### src/rtl/prod_accum.sv
// Group accumulator for multiplier products: sums unsigned beats into a wide
// accumulator and hands each closed group off on a valid/ready result port.
module prod_accum #(
    parameter int IN_W      = 8,
    parameter int ACC_W     = 16,
    parameter int MAX_TERMS = 16,
    parameter int SAT       = 0
) (
    input  logic                             clk,
    input  logic                             rst,
    input  logic [IN_W-1:0]                  in_p,
    input  logic                             in_valid,
    input  logic                             in_last,
    output logic                             in_ready,
    input  logic                             clr,
    output logic [ACC_W-1:0]                 out_sum,
    output logic [$clog2(MAX_TERMS+1)-1:0]   out_count,
    output logic                             out_ovf,
    output logic                             out_valid,
    input  logic                             out_ready
);

    localparam int CW = $clog2(MAX_TERMS + 1);

    localparam logic [0:0] ST_ACC = 1'b0;
    localparam logic [0:0] ST_OUT = 1'b1;

    logic [0:0]       state_q, state_d;
    logic [ACC_W-1:0] acc_q, acc_d;
    logic [CW-1:0]    count_q, count_d;
    logic             ovf_q, ovf_d;
    logic [ACC_W-1:0] sum_q, sum_d;
    logic [CW-1:0]    ocnt_q, ocnt_d;
    logic             oovf_q, oovf_d;

    logic             accept_s;
    logic [ACC_W:0]   sum_s;
    logic             ovf_next_s;
    logic [ACC_W-1:0] acc_next_s;
    logic [CW-1:0]    cnt_next_s;
    logic             close_s;

    // Ready is gated by rst so no beat is offered while reset is held.
    assign in_ready  = ~rst & (state_q == ST_ACC);
    assign out_valid = (state_q == ST_OUT);
    assign out_sum   = sum_q;
    assign out_count = ocnt_q;
    assign out_ovf   = oovf_q;

    assign accept_s   = in_valid & in_ready;
    assign sum_s      = {1'b0, acc_q} + {{(ACC_W + 1 - IN_W){1'b0}}, in_p};
    assign ovf_next_s = ovf_q | sum_s[ACC_W];
    // Once saturated the accumulator stays pinned for the rest of the group.
    assign acc_next_s = ((SAT != 0) && ovf_next_s) ? {ACC_W{1'b1}} : sum_s[ACC_W-1:0];
    assign cnt_next_s = count_q + {{(CW - 1){1'b0}}, 1'b1};
    assign close_s    = accept_s & ~clr & (in_last | (cnt_next_s == CW'(MAX_TERMS)));

    // Next-state logic for the accumulate/output handshake.
    always_comb begin
        state_d = state_q;
        acc_d   = acc_q;
        count_d = count_q;
        ovf_d   = ovf_q;
        sum_d   = sum_q;
        ocnt_d  = ocnt_q;
        oovf_d  = oovf_q;
        case (state_q)
            ST_ACC: begin
                if (clr) begin
                    acc_d   = {ACC_W{1'b0}};
                    count_d = {CW{1'b0}};
                    ovf_d   = 1'b0;
                end else if (accept_s) begin
                    acc_d   = acc_next_s;
                    count_d = cnt_next_s;
                    ovf_d   = ovf_next_s;
                    if (close_s) begin
                        sum_d   = acc_next_s;
                        ocnt_d  = cnt_next_s;
                        oovf_d  = ovf_next_s;
                        state_d = ST_OUT;
                    end else begin
                        state_d = ST_ACC;
                    end
                end else begin
                    state_d = ST_ACC;
                end
            end
            ST_OUT: begin
                if (out_ready) begin
                    acc_d   = {ACC_W{1'b0}};
                    count_d = {CW{1'b0}};
                    ovf_d   = 1'b0;
                    state_d = ST_ACC;
                end else begin
                    state_d = ST_OUT;
                end
            end
            default: begin
                state_d = ST_ACC;
            end
        endcase
    end

    // State and result registers with synchronous reset.
    always_ff @(posedge clk) begin
        if (rst) begin
            state_q <= ST_ACC;
            acc_q   <= {ACC_W{1'b0}};
            count_q <= {CW{1'b0}};
            ovf_q   <= 1'b0;
            sum_q   <= {ACC_W{1'b0}};
            ocnt_q  <= {CW{1'b0}};
            oovf_q  <= 1'b0;
        end else begin
            state_q <= state_d;
            acc_q   <= acc_d;
            count_q <= count_d;
            ovf_q   <= ovf_d;
            sum_q   <= sum_d;
            ocnt_q  <= ocnt_d;
            oovf_q  <= oovf_d;
        end
    end

endmodule

### config.mk
export PLATFORM = sky130hd
export DESIGN_NAME = prod_accum
export DESIGN_NICKNAME = d
export VERILOG_FILES = /design/src/rtl/prod_accum.sv
export SDC_FILE = /design/constraint.sdc
export NUM_CORES = 1
export LEC_CHECK = 0
export ABC_AREA = 1
export CAP_MARGIN = 20
export CORE_ASPECT_RATIO = 0.7
export CORE_UTILIZATION = 30
export CTS_CLUSTER_DIAMETER = 100
export DETAILED_ROUTE_END_ITERATION = 16
export PLACE_DENSITY = 0.52
export SETUP_SLACK_MARGIN = 0.5
export SYNTH_ARGS = -nofsm -noshare
export SYNTH_HDL_FRONTEND = slang
export SYNTH_SLANG_ARGS = --single-unit
### constraint.sdc
create_clock -name clk -period 1.7 [get_ports clk]
set_input_delay 0.34 -clock clk [delete_from_list [all_inputs] [get_ports clk]]
set_output_delay 0.34 -clock clk [all_outputs]
set_load 0.01 [all_outputs]
; ---- Word-level counts from Yosys, hierarchy flattened
; Index checks and enable logic that the tools add are counted.
[totals]
input_bits = 14
out_inout_bits = 24
register_bits = 45
elab_cells = 40
[op_classes]
n_eq_ne = 3
addsub = 2
reduce_logical = 2
muxes = 17
bitwise = 9
[op_table]
columns = op, count
row1 = 2-to-1 mux 16 bit, 3
row2 = case mux 16 bit (2 select lines), 1
row3 = adder 16 x 8 -> 17 bit, 1
row4 = 2-to-1 mux 5 bit, 3
row5 = case mux 5 bit (2 select lines), 1
row6 = 2-to-1 mux 1 bit, 7
row7 = adder 5 x 1 -> 5 bit (second input constant), 1
row8 = equality test 5 bit (second input constant), 1
row9 = AND 1 bit, 4
row10 = case mux 1 bit (2 select lines), 2
row11 = AND reduction 4 bit, 1
row12 = inequality test 3 bit (second input constant), 1
row13 = inverter 1 bit, 3
row14 = inequality test 2 bit (second input constant), 1
row15 = OR 1 bit, 2
row16 = AND reduction 2 bit, 1

; ---- Longest topological paths before layout
; Gate-level depths: netlist of the first run.
[depth]
word_depth = 9
ltp_mapped = 13
ltp_nobuf = 13

; ---- Least setup slack after synthesis of the first run
; Ideal clock, no wire load.
[synth_path]
path_kind = input to register
from = in in_p[0]
to = reg sum_q[8] (netlist: out_sum[8])
path_buffers = 0
required_time_ns = 1.584
arrival_time_ns = 1.595
setup_slack_ns = -0.011
stages = 9
setup_time_ns = 0.116
path_cell_list = ha_1 -> fa_1 -> nand3_1 -> nand2_1 -> and2_1 -> o21bai_1 -> nand2_1 -> nor2_2 -> nor2_1
[synth_between]
elab_chain_len = 1
[synth_lines]
columns = item, line
row1 = "start, declared", 11  ; input logic [IN_W-1:0] in_p,
row2 = adder 16 x 8 -> 17 bit, 51  ; assign sum_s = {1'b0, acc_q} + {{(ACC_W + 1 - IN_W){1'b0}}, in_p};
row3 = "end signal, assigned", 112  ; sum_q <= {ACC_W{1'b0}};
row4 = "end signal, assigned", 120  ; sum_q <= sum_d;
row5 = "end, declared", 32  ; logic [ACC_W-1:0] sum_q, sum_d;
; Every way passes these cells.
; A chain may end at the register's enable or synchronous reset.

; ---- Worst setup path after layout of the first run
[layout_path]
from = reg acc_q[0]
to = reg acc_q[8]
[layout_between]
elab_chain_len = 4
[layout_lines]
columns = item, line
row1 = "start, declared", 29  ; logic [ACC_W-1:0] acc_q, acc_d;
row2 = "start signal, assigned", 109  ; acc_q <= {ACC_W{1'b0}};
row3 = adder 16 x 8 -> 17 bit, 51
row4 = 2-to-1 mux 16 bit, 73  ; end else if (accept_s) begin
row5 = 2-to-1 mux 16 bit, 69  ; if (clr) begin
row6 = case mux 16 bit (2 select lines), 67  ; case (state_q)
; Every way passes these cells. The select of a mux whose other input is x is not followed.

==> summary.md, run 1 <==
The routed length per instance is 14.2 um. For the pin with the worst max-slew slack, the measured transition is 0.363 ns. The cell type with the largest total area after synthesis is sky130_fd_sc_hd__dfxtp_1. The run gives 0.30 ns as the clock insertion delay at the later pin of the skew report. Ranked by total cell area, the synthesized netlist is headed by sky130_fd_sc_hd__dfxtp_1 35%, sky130_fd_sc_hd__nand2_1 15%, sky130_fd_sc_hd__inv_1 6.3%. The number of maximum-capacitance constraint violations is 0, and the ratio of cells with drive above 1 in the final layout is 0.511. The power per cell area is 667 nW/um2. The commonest cells after synthesis are 104 x sky130_fd_sc_hd__nand2_1, 45 x sky130_fd_sc_hd__dfxtp_1, 43 x sky130_fd_sc_hd__inv_1.

The sequential cell area fraction in the yosys report is 0.352. Along the worst hold path, the cell count comes to 2. The run finished with clean final reports. The peak fanout along the critical path is 3, and the arrival time of data at the critical path endpoint is 1.83 ns. The tools report the endpoint with the worst hold slack as out_count[2]. The horizontal die dimension was 112 um. STA classifies the critical path startpoint as a register. The tools report the number of nets with antenna violations after routing as 0.

Entering global routing, the biggest net connects 28 pins. The startpoint identified for the worst register-to-register timing path is acc_q[0]. The origin of the worst min-delay path is out_count[2]. The total placed cells including tap cells is 516, and the post-CTS clock slew at the launch and capture registers of the worst setup and hold paths is 0.07 ns. The Yosys step of the flow raised 0 warnings. Based on the critical path, the design can be clocked at up to 603 MHz.

The congestion estimate from routability-driven global placement came to 0.797. In this run the tool buffered the top-level ports with 37 buffer cells. The worst register-to-register path ends at acc_q[8]. Power comes to 2.68 mW.

The H-tree was split into 2 levels. The tools report the final-report max-slew violation count as 0. Summed over all failing endpoints, the final setup total negative slack is 0 ns.

The post-synth net total is 386. The total overflow left after global routing is 0. Number of cells on the worst reg-to-reg path: 9. The count of mapped cells out of synthesis was 361.

Setup violations remaining at the end of the flow were counted as 0. For this design the top-level I/O count stands at 38. The area of the die is 8910 um2, and the number of filler instances in the final layout is 767.

The number of vias after detailed routing was 2,478. By instance count, the leading cell after synthesis is sky130_fd_sc_hd__nand2_1. Number of antenna violations at the first check in global routing: 0. The run gives 1.82 nW as the static leakage. The clock drives 45 sinks. The number of distinct standard cells referenced by the synthesized netlist was 40; the number of hold-slack violations in the final timing report was 0. The count of routing violations after the opening detailed-route iteration is 74, and the count of standard-cell rows is 27. The shortest clock period the worst path allows after layout was 1.66 ns. Final worst-path cycle share: 0.976. Setup repair after global routing could not meet its margin everywhere. Leaving out filler cells and counting taps, the final layout contains 537. The worst setup path is captured at a register. The number of global-route vias before repair is 2,474.

The run gives 0.498 as the share of the core filled with cells in the final layout. The count of state elements after synthesis was 45; the worst-case setup margin in the final layout was 0.0409 ns. No sink is reached through more buffers than the 2 on the longest clock path. The post-synthesis instance area is 2560 um2. For the global-route usage over all layers, the log shows 0.182. VDD sags by at most 0.000364 V.

TritonCTS built the clock tree. The number of antenna diodes in the final layout is 0. The first global-routing pass estimated 12,400 um of wire.

The logs give 0.317 for the starting utilization of the core area and 1.87 ns for the data required time at the worst endpoint. The worst relative slew slack is 0.758. The class of the tightest hold or removal check was reg2reg. The proportion of synthesized flip-flops having asynchronous set or reset came out at 0. Dividing the synthesized area by the synthesized cell count gives 7.09 um2.

The worst-case register-to-register setup slack was 0.04 ns; the number of iterations in the first detailed-routing pass was 4. From synthesis to final layout, the design area changed by 57.1%. For this design, the CTS-stage hold fixing added 0 buffers.

The via density per instance was 4.61; the share of Yosys cell area claimed by the top area cell type was 0.352. The number of DRC violations after detailed routing is 0. The root buffer cell chosen for the clock tree is sky130_fd_sc_hd__clkbuf_16. The run gives 0.00773 ns as the clock tree skew after final layout. The final layout contains routed wiring with a total length of 7600 um. Timing analysis after detailed placement gives a worst setup slack of -0.501 ns.

For the area inside the core boundary, the log shows 8070 um2. The final layout contains 460 nets. Once detailed placement completed, the half-perimeter wirelength came to 5010 um. The most frequently used flop master after synthesis is sky130_fd_sc_hd__dfxtp_1. From bottom edge to top edge, the die measures 79.3 um. In this run, synthesis inferred 0 flip-flops with an integrated enable. The critical path is of the reg2reg type.

The clock buffer count from CTS came out at 5.
## power breakdown
part	internal, mW	switching, mW
sequential	1.07	0.0174
clock	0.735	0.452
combinational	0.186	0.219
total	2.00	0.688
## sequential cells by signal, summed over array words and instances, names as in the netlist
register and flops:
out_ovf 1, ovf_q 1, out_sum 16, out_count 5
count_q 5, out_valid 1, acc_q 16
## final cells by class
class,count,area [um2],share of cell area
Inverter,45,195,0.0485
Sequential cell,45,945,0.235
Tap cell,101,126,0.0314
Clock inverter,2,37.5,0.00933
Timing Repair Buffer,76,622,0.155
Multi-Input combinational cell,262,1960,0.487
Clock buffer,6,139,0.0345
## routing by layer
metal,track usage,wire [um]
met1,0.251,3910
met2,0.286,3350
met3,0.0389,247
met4,0.0533,98
met5,0,0
## layout by cell type, fill, tap and decap left out, drive strengths merged, types with 5 or more instances in the layout
| cell | n |
|---|---|
| inv | 44 |
| dlygate4sd2 | 9 |
| dfxtp | 45 |
| ha | 10 |
| nor2 | 37 |
| buf | 59 |
| xor2 | 5 |
| o21ai | 16 |
| a21oi | 31 |
| nand2 | 111 |
| clkbuf | 9 |
| nand3 | 29 |
## critical path, cell delays in order, from the launching register on
cell                       delay, ns
sky130_fd_sc_hd__dfxtp_2        0.33
sky130_fd_sc_hd__ha_4           0.16
sky130_fd_sc_hd__fa_2           0.37
sky130_fd_sc_hd__nand3_2        0.10
sky130_fd_sc_hd__nand2_4        0.08
sky130_fd_sc_hd__and2_4         0.15
sky130_fd_sc_hd__o21bai_1       0.16
sky130_fd_sc_hd__nand2_2        0.08
sky130_fd_sc_hd__nand2_1        0.05
sky130_fd_sc_hd__a21oi_1        0.05
## kinds of logic (layout without fill, tap and decap cells)
logic type	after synthesis	in the layout	synth area share
compound gates	53	53	0.118
xor+xnor	9	9	0.0337
fa+ha+maj	11	11	0.0567
buf+inv	55	129	0.0997
flops	45	45	0.352
simple gates	188	189	0.340
## worst max-delay path by stage
stage | from | to | slack (ns) | depth (start not counted)
after floorplan | in_p[0] | out_sum[8] | 0.12 | 9
after global placement | in_p[0] | acc_q[6] | -0.47 | 10
after detailed placement | in_p[0] | out_sum[6] | -0.50 | 11
after CTS | acc_q[0] | out_sum[8] | 0.02 | 9
after global routing | acc_q[0] | out_sum[14] | -0.04 | 13
final | acc_q[0] | acc_q[8] | 0.04 | 9
## metrics by stage
step	instance area (um2)	hold slack, ns
after global routing	4020	0.483
after global placement	3370	0.468
after floorplan	2750	0.470
after detailed placement	3370	0.469
final	4020	0.464
after CTS	3810	0.481
## timing repair
item                       4_1_cts  5_1_grt
cloned                           1        0
gates resized for setup        156       96
pin swaps                       39       43
setup endpoints to repair       69       66
buffers inserted                 6        6
Note: power is estimated with default switching activity, not from simulation.
==> run 2, diff against run 1 <==
- REMOVE_ABC_BUFFERS: not set -> 1
==> summary.md, run 2 (synthesis gave the netlist of run 1 again) <==
The flow ran to the end, and the final reports show no timing, DRC or antenna violations. The post-detailed-routing wire length was 7900 um (+3.8%); the transition time at the pin with the least slew margin was 0.357 ns (-0.00544 ns). The routed length per instance came out at 14.5 um (+2.3%). The final-report max-slew violation count is 0 (unchanged), and the worst relative slew slack is 0.760 (+0.00179). Peak fanout along the critical path: 3 (unchanged). TritonCTS built the clock tree.

The worst setup path is launched from a register. The buffer type at the clock tree root is sky130_fd_sc_hd__clkbuf_16. The number of cells on the worst hold path was 2 (unchanged). The type of destination of the critical path is a register. The tools report the arrival time of data at the critical path endpoint as 1.87 ns (+0.04 ns). The category of the most critical setup path was reg2reg. The ratio of cells with drive above 1 in the final layout is 0.547 (+0.0358). The number of cells on the worst reg-to-reg path is 10 (+1), and the fmax is 605 MHz (+0.36%). The number of hold-slack violations in the final timing report was 0 (unchanged). The logs give 0.834 (+4.6%) for the final weighted congestion in routability-driven placement and 0 (unchanged) for the number of antenna diodes. Count of input and output buffers: 37 (unchanged). The tools report the total placed cells including tap cells as 514 (-0.39%). Leaving out fill and tap cells, the most frequent cells in the layout are 57 x sky130_fd_sc_hd__nand2_1, 35 x sky130_fd_sc_hd__inv_1, 35 x sky130_fd_sc_hd__nand2_2.

Power per cell area: 626 nW/um2 (-6.2%). Setup repair after global routing could not meet its margin everywhere. The first-pass GRT wire length is 12,600 um (+1.4%).

The maximum VDD drop is 0.000416 V (+14%). The number of antenna violations at the first check in global routing was 0 (unchanged); the final non-filler cell area was 4280 um2 (+6.5%). Number of H-tree levels: 2 (unchanged). The number of vias after detailed routing came out at 2,570 (+3.7%). The count of routing violations after the opening detailed-route iteration is 90 (+22%), and the estimated wirelength of the detail-placed design is 4650 um (-7.2%). The static leakage is 1.92 nW (+5.5%).

The run gives 8910 um2 (unchanged) as the area of the die. The total congestion overflow after global routing was 0 (unchanged). Final worst-path cycle share: 0.972 (-0.00355).

The starting utilization of the core area is 0.317 (unchanged), and the number of endpoints failing setup at the final stage is 0 (unchanged). The run gives 45 (unchanged) as the number of sinks driven by the clock tree. The logs give 1.92 ns (+0.05 ns) for the data required time at the worst endpoint and 0.299 (+0.0124) for the met2 track utilization from global routing. The logs give 5 (unchanged) for the clock buffer count from CTS and 545 (+1.5%) for the final instance count without filler cells.

The I/O pin count came out at 38 (unchanged). For the global routing usage on met3, the log shows 0.0313 (-0.00763). The number of maximum-capacitance constraint violations came out at 0 (unchanged). The shortest clock period the worst path allows after layout works out to 1.65 ns (-0.00603 ns). For the global-route usage over all layers, the log shows 0.181 (-0.00115).

The library cell used most frequently in the layout, excluding fill and tap cells, is sky130_fd_sc_hd__nand2_1. The logs give 0.530 (+0.0322) for the share of the core filled with cells in the final layout and 3180 um2 (-5.8%) for the post-placement cell area. The maximum number of pins on one net before global-route repair came out at 28 (unchanged). The tools report the power after layout as 2.68 mW (-0.14%). Number of iterations in the first detailed-routing pass: 4 (unchanged).

The clock tree skew after final layout came out at 0.00711 ns (-0.000621 ns). The run gives 27 (unchanged) as the count of standard-cell rows. The number of nets with antenna violations after routing was 0 (unchanged); the horizontal die dimension was 112 um (unchanged). From synthesis to final layout, the design area changed by 67.3%.

The global routing met1 resource utilization was 0.249 (-0.00140); the number of DRC violations after detailed routing was 0 (unchanged). The run gives 725 (-5.5%) as the number of filler instances in the final layout. Maximum buffer depth of the clock tree: 2 (unchanged).

The die height works out to 79.3 um (unchanged). The area inside the core boundary came out at 8070 um2 (unchanged). The clock insertion delay at the later pin of the skew report is 0.29 ns (about the same). In this run the most used layer during global routing was met2. The path class of the tightest hold or removal check is reg2reg. The post-CTS clock slew at the launch and capture registers of the worst setup and hold paths is 0.07 ns (about the same).

The number of global-route vias before repair is 2,465 (-0.36%). The total number of nets in the final design is 468 (+1.7%), and the via density per instance is 4.72 (+2.2%).
-- run 2: changes by cell type in the layout (fill, tap and decap cells not counted), moves of 4 or more --
| cell | change |
|---|---|
| sky130_fd_sc_hd__buf_2 | -10 |
| sky130_fd_sc_hd__clkbuf_2 | +7 |
| sky130_fd_sc_hd__clkdlybuf4s15_1 | +4 |
| sky130_fd_sc_hd__inv_1 | -5 |
| sky130_fd_sc_hd__nand2_1 | -14 |
| sky130_fd_sc_hd__nand2_2 | +10 |
| sky130_fd_sc_hd__nand2_4 | +4 |
| sky130_fd_sc_hd__o21ai_2 | -5 |
-- run 2: area by class of cell --
| cell class | count | area (um2) | share of cell area |
|---|---|---|---|
| timing repair inverter | 2 | 22.5 | 0.00526 |
| inverter | 45 | 195 | 0.0456 |
| clock inverter | 3 | 46.3 | 0.0108 |
| sequential | 45 | 936 | 0.219 |
| tap | 101 | 126 | 0.0295 |
| timing repair buffer | 81 | 732 | 0.171 |
| multi-input combinational | 263 | 2100 | 0.490 |
| clock buffer | 5 | 125 | 0.0292 |
-- run 2: worst max-delay path: stages, from the launching register on --
cell and delay [ns]:
sky130_fd_sc_hd__dfxtp_2 0.34, sky130_fd_sc_hd__ha_4 0.16, sky130_fd_sc_hd__fa_2 0.36, sky130_fd_sc_hd__nand3_2 0.09
sky130_fd_sc_hd__nand2_2 0.07, sky130_fd_sc_hd__and2_4 0.15, sky130_fd_sc_hd__nor2_2 0.09, sky130_fd_sc_hd__nand2_1 0.07
sky130_fd_sc_hd__nand2_2 0.10, sky130_fd_sc_hd__nand2_1 0.05, sky130_fd_sc_hd__a21oi_1 0.11
-- run 2: final timing paths --
check                                 from          to  slack (ns)
worst max-delay path              acc_q[0]    acc_q[8]        0.05
worst min-delay path            out_sum[0]  out_sum[0]        0.47
worst max register to register    acc_q[0]    acc_q[8]        0.05
worst min register to register  out_sum[0]  out_sum[0]        0.47
-- run 2: timing repair --
item | CTS | global route
resized for setup | 202 | 113
cloned | 5 | 0
hold buffers | 0 | 0
buffers inserted | 7 | 11
pin swaps | 45 | 48
setup endpoints to repair | 69 | 69
-- run 2: per-layer routing --
| layer | wire, um | vias up |
|---|---|---|
| li1 | - | 1314 |
| met1 | 3870 | 1198 |
| met2 | 3670 | 51 |
| met3 | 278 | 7 |
| met4 | 74 | 0 |
| met5 | 0 | - |
-- run 2: power breakdown --
| part | internal [mW] | switching [mW] |
|---|---|---|
| logic | 0.205 | 0.238 |
| clock network | 0.697 | 0.447 |
| registers | 1.08 | 0.0169 |
-- run 2: metrics by stage --
stage / setup TNS, ns / hold slack [ns] / setup WS (ns)
after floorplan: -0.0111 / 0.402 / -0.0107
after global placement: -14.62 / 0.455 / -0.537
after detailed placement: -14.78 / 0.460 / -0.563
after CTS: 0 / 0.457 / 0.0313
after global routing: -0.0423 / 0.501 / -0.0144
final: 0 / 0.468 / 0.0469
==> run 3, diff against run 2 <==
- CORE_UTILIZATION: 30 -> 37
- PLACE_DENSITY: 0.52 -> 0.61
==> summary.md, run 3 (synthesis gave the netlist of run 1 again) <==
Final worst-path cycle share: 1.01 (+0.0327). The logs give 2,323 (-5.8%) for the number of global-route vias before repair and 0.31 ns (+0.02 ns) for the clock insertion delay at the later pin of the skew report. TritonCTS built the clock tree. The tools report the number of antenna diodes as 0 (unchanged).

The power after layout was 2.38 mW (-11%); the horizontal die dimension was 101 um (-9.8%). The switching part of the total is 0.276 (+0.0142). The ratio of cells with drive above 1 in the final layout is 0.586 (+0.0387).

The data required time at the worst endpoint is 1.89 ns (-0.03 ns), and the post-detailed-routing wire length is 7760 um (-1.7%). The starting utilization of the core area is 0.397 (+0.0794). The worst relative slew slack came out at 0.745 (-0.0150).

The first-pass GRT wire length was 11,100 um (-12%). The class of the tightest hold or removal check is in2reg. Smallest hold slack: 0.409 ns (-0.0590 ns).

The switching power of the nets was 0.657 mW (-6.2%); the number of DRC violations after detailed routing was 0 (unchanged). Area occupied by registers: 948 um2 (+1.3%). The signal on the critical path passes through ha_4, fa_2, nand3_2, nand2_2, and2_4, o21bai_1, nand2_2, nand2_2, a21oi_2.

The power per cell area is 572 nW/um2 (-8.5%). The area of the multi-input gates came out at 2050 um2 (-2.5%). For this design, the slowest cell found on the critical path is sky130_fd_sc_hd__fa_2. The number of H-tree levels was 2 (unchanged). The area inside the core boundary was 6460 um2 (-20%); the area of the die was 7260 um2 (-19%).

The clock tree skew after final layout was 0.0108 ns (+0.00372 ns). The tools report the buffer type at the clock tree root as sky130_fd_sc_hd__clkbuf_8. The most frequent cell on the critical path is sky130_fd_sc_hd__nand2_2. The logs give 0.184 (+0.019) for the power share of the combinational group and 0.000454 V (+9.2%) for the maximum VDD drop. The post-route setup TNS was -0.00872 ns (-0.00872 ns); the shortest clock period the worst path allows after layout was 1.71 ns (+0.0557 ns).

The logs give 109 (+21%) for the count of routing violations after the opening detailed-route iteration and 5 (unchanged) for the clock buffer count from CTS. Type of destination of the critical path: a register. The final weighted congestion in routability-driven placement came out at 0.881 (+5.7%).

The final reports fail on setup timing. The tools report the estimated wirelength of the detail-placed design as 4410 um (-5.2%). The cell-internal power was 1.73 mW (-13%); the share of the core filled with cells in the final layout was 0.645 (+0.115). The fmax was 585 MHz (-3.3%). The flow ran to the end, but the final reports show violations. The count of standard-cell rows came out at 24 (-11%). Routed length per instance: 14.6 um (+0.55%). The static leakage is 1.92 nW (about the same), and the number of hold-slack violations in the final timing report is 0 (unchanged).

The post-CTS clock slew at the launch and capture registers of the worst setup and hold paths was 0.10 ns (+0.03 ns). The transition time at the pin with the least slew margin is 0.380 ns (+0.0223 ns), and the count of input and output buffers is 37 (unchanged). The number of nets with antenna violations after routing is 0 (unchanged), and the die height is 71.6 um (-9.7%).

The maximum number of pins on one net before global-route repair was 28 (unchanged). Setup repair after global routing could not meet its margin everywhere. The total number of nets in the final design was 466 (-0.43%); the stage delay of the slowest cell on the critical path was 0.39 ns (+0.03 ns). The number of filler instances in the final layout came out at 549 (-24%).

The peak fanout along the critical path is 3 (unchanged), and the global-route usage over all layers is 0.200 (+0.0194). The final-report max-slew violation count is 0 (unchanged). The top cell types in the final layout, fill and taps aside, are 56 x sky130_fd_sc_hd__nand2_1, 40 x sky130_fd_sc_hd__nand2_2, 34 x sky130_fd_sc_hd__inv_1. The via density per instance was 4.86 (+3.1%). STA classifies the critical path startpoint as a register. From synthesis to final layout, the design area changed by 62.7%. The library cell used most frequently in the layout, excluding fill and tap cells, is sky130_fd_sc_hd__nand2_1. The number of antenna violations at the first check in global routing is 0 (unchanged), and the worst-case setup margin in the final layout is -0.00872 ns (-0.0557 ns). The category of the most critical setup path is reg2reg.

The tools report the number of sinks driven by the clock tree as 45 (unchanged). The total congestion overflow after global routing is 0 (unchanged), and the part of the power in the clock network is 0.358 (-0.069). The number of iterations in the first detailed-routing pass is 4 (unchanged), and the part of the power in registers is 0.458 (+0.050).

The number of endpoints failing setup at the final stage is 1 (+1), and the arrival time of data at the critical path endpoint is 1.90 ns (+0.03 ns). The number of maximum-capacitance constraint violations is 0 (unchanged), and the number of vias after detailed routing is 2,591 (+0.82%). The I/O pin count was 38 (unchanged); the maximum buffer depth of the clock tree was 2 (unchanged).
-- run 3: changes by cell type in the layout (fill, tap and decap cells not counted), moves of 4 or more --
cell                       before  now
sky130_fd_sc_hd__nor2_1        19   23
sky130_fd_sc_hd__clkbuf_2      10    0
sky130_fd_sc_hd__dfxtp_1       21   11
sky130_fd_sc_hd__a21oi_1       21    9
sky130_fd_sc_hd__nor2_4         7    2
sky130_fd_sc_hd__clkbuf_8       0    5
sky130_fd_sc_hd__buf_2          9   21
sky130_fd_sc_hd__nand2_2       35   40
sky130_fd_sc_hd__dfxtp_2       22   32
sky130_fd_sc_hd__nand2_4       17   13
sky130_fd_sc_hd__a21oi_2        9   22
-- run 3: what timing repair did --
item,CTS,global route
pin swaps,44,43
hold endpoints to repair,0,0
buffers inserted,5,7
gates resized for setup,206,119
gates cloned,2,2
hold buffers,0,0
setup endpoints to repair,69,65
-- run 3: path summary, 6_finish.rpt --
kind | cells past startpoint | slack [ns] | end | from
min | 4 | 0.41 | out_valid | out_ready
max reg2reg | 9 | -0.009 | acc_q[8] | acc_q[0]
max | 9 | -0.009 | acc_q[8] | acc_q[0]
min reg2reg | 2 | 0.47 | out_count[1] | out_count[1]
-- run 3: layout make-up --
class / count / area share
Clock buffer: 6 / 0.0174
Clock inverter: 2 / 0.00931
Inverter: 45 / 0.0469
Multi-Input combinational cell: 262 / 0.491
Sequential cell: 45 / 0.228
Tap cell: 91 / 0.0273
Timing Repair Buffer: 82 / 0.180
-- run 3: layer usage --
metal / up-vias / wire, um / track usage
met1: 1208 / 3720 / 0.287
met2: 74 / 3560 / 0.314
met5: - / 0 / 0
li1: 1300 / - / -
met3: 9 / 417 / 0.0390
met4: 0 / 63 / 0.0403
-- run 3: power by group through the flow --
stage	Combinational (mW)	Clock [mW]	Sequential (mW)
floorplan	0.132	0	1.12
global placement	0.305	0	1.11
detailed placement	0.306	0	1.11
CTS	0.378	0.852	1.09
global route	0.469	0.889	1.10
finish	0.439	0.853	1.09
-- run 3: through the flow --
step / cells / worst slack, ns / instance area [um2]
after floorplan: 351 / -0.0107 / 2480
after global placement: 509 / -0.515 / 3200
after detailed placement: 509 / -0.537 / 3200
after CTS: 524 / 0.0487 / 3850
after global routing: 533 / -0.0366 / 4160
final: 533 / -0.00872 / 4160
-- run 3: worst max-delay path: cells and delay by family (launching register included) --
family	cells	cell delay (ns)
adder cells (fa/ha/maj)	2	0.55
AND/OR/NAND/NOR	5	0.50
flip-flops	1	0.34
AO/OA/AOI/OAI	2	0.22
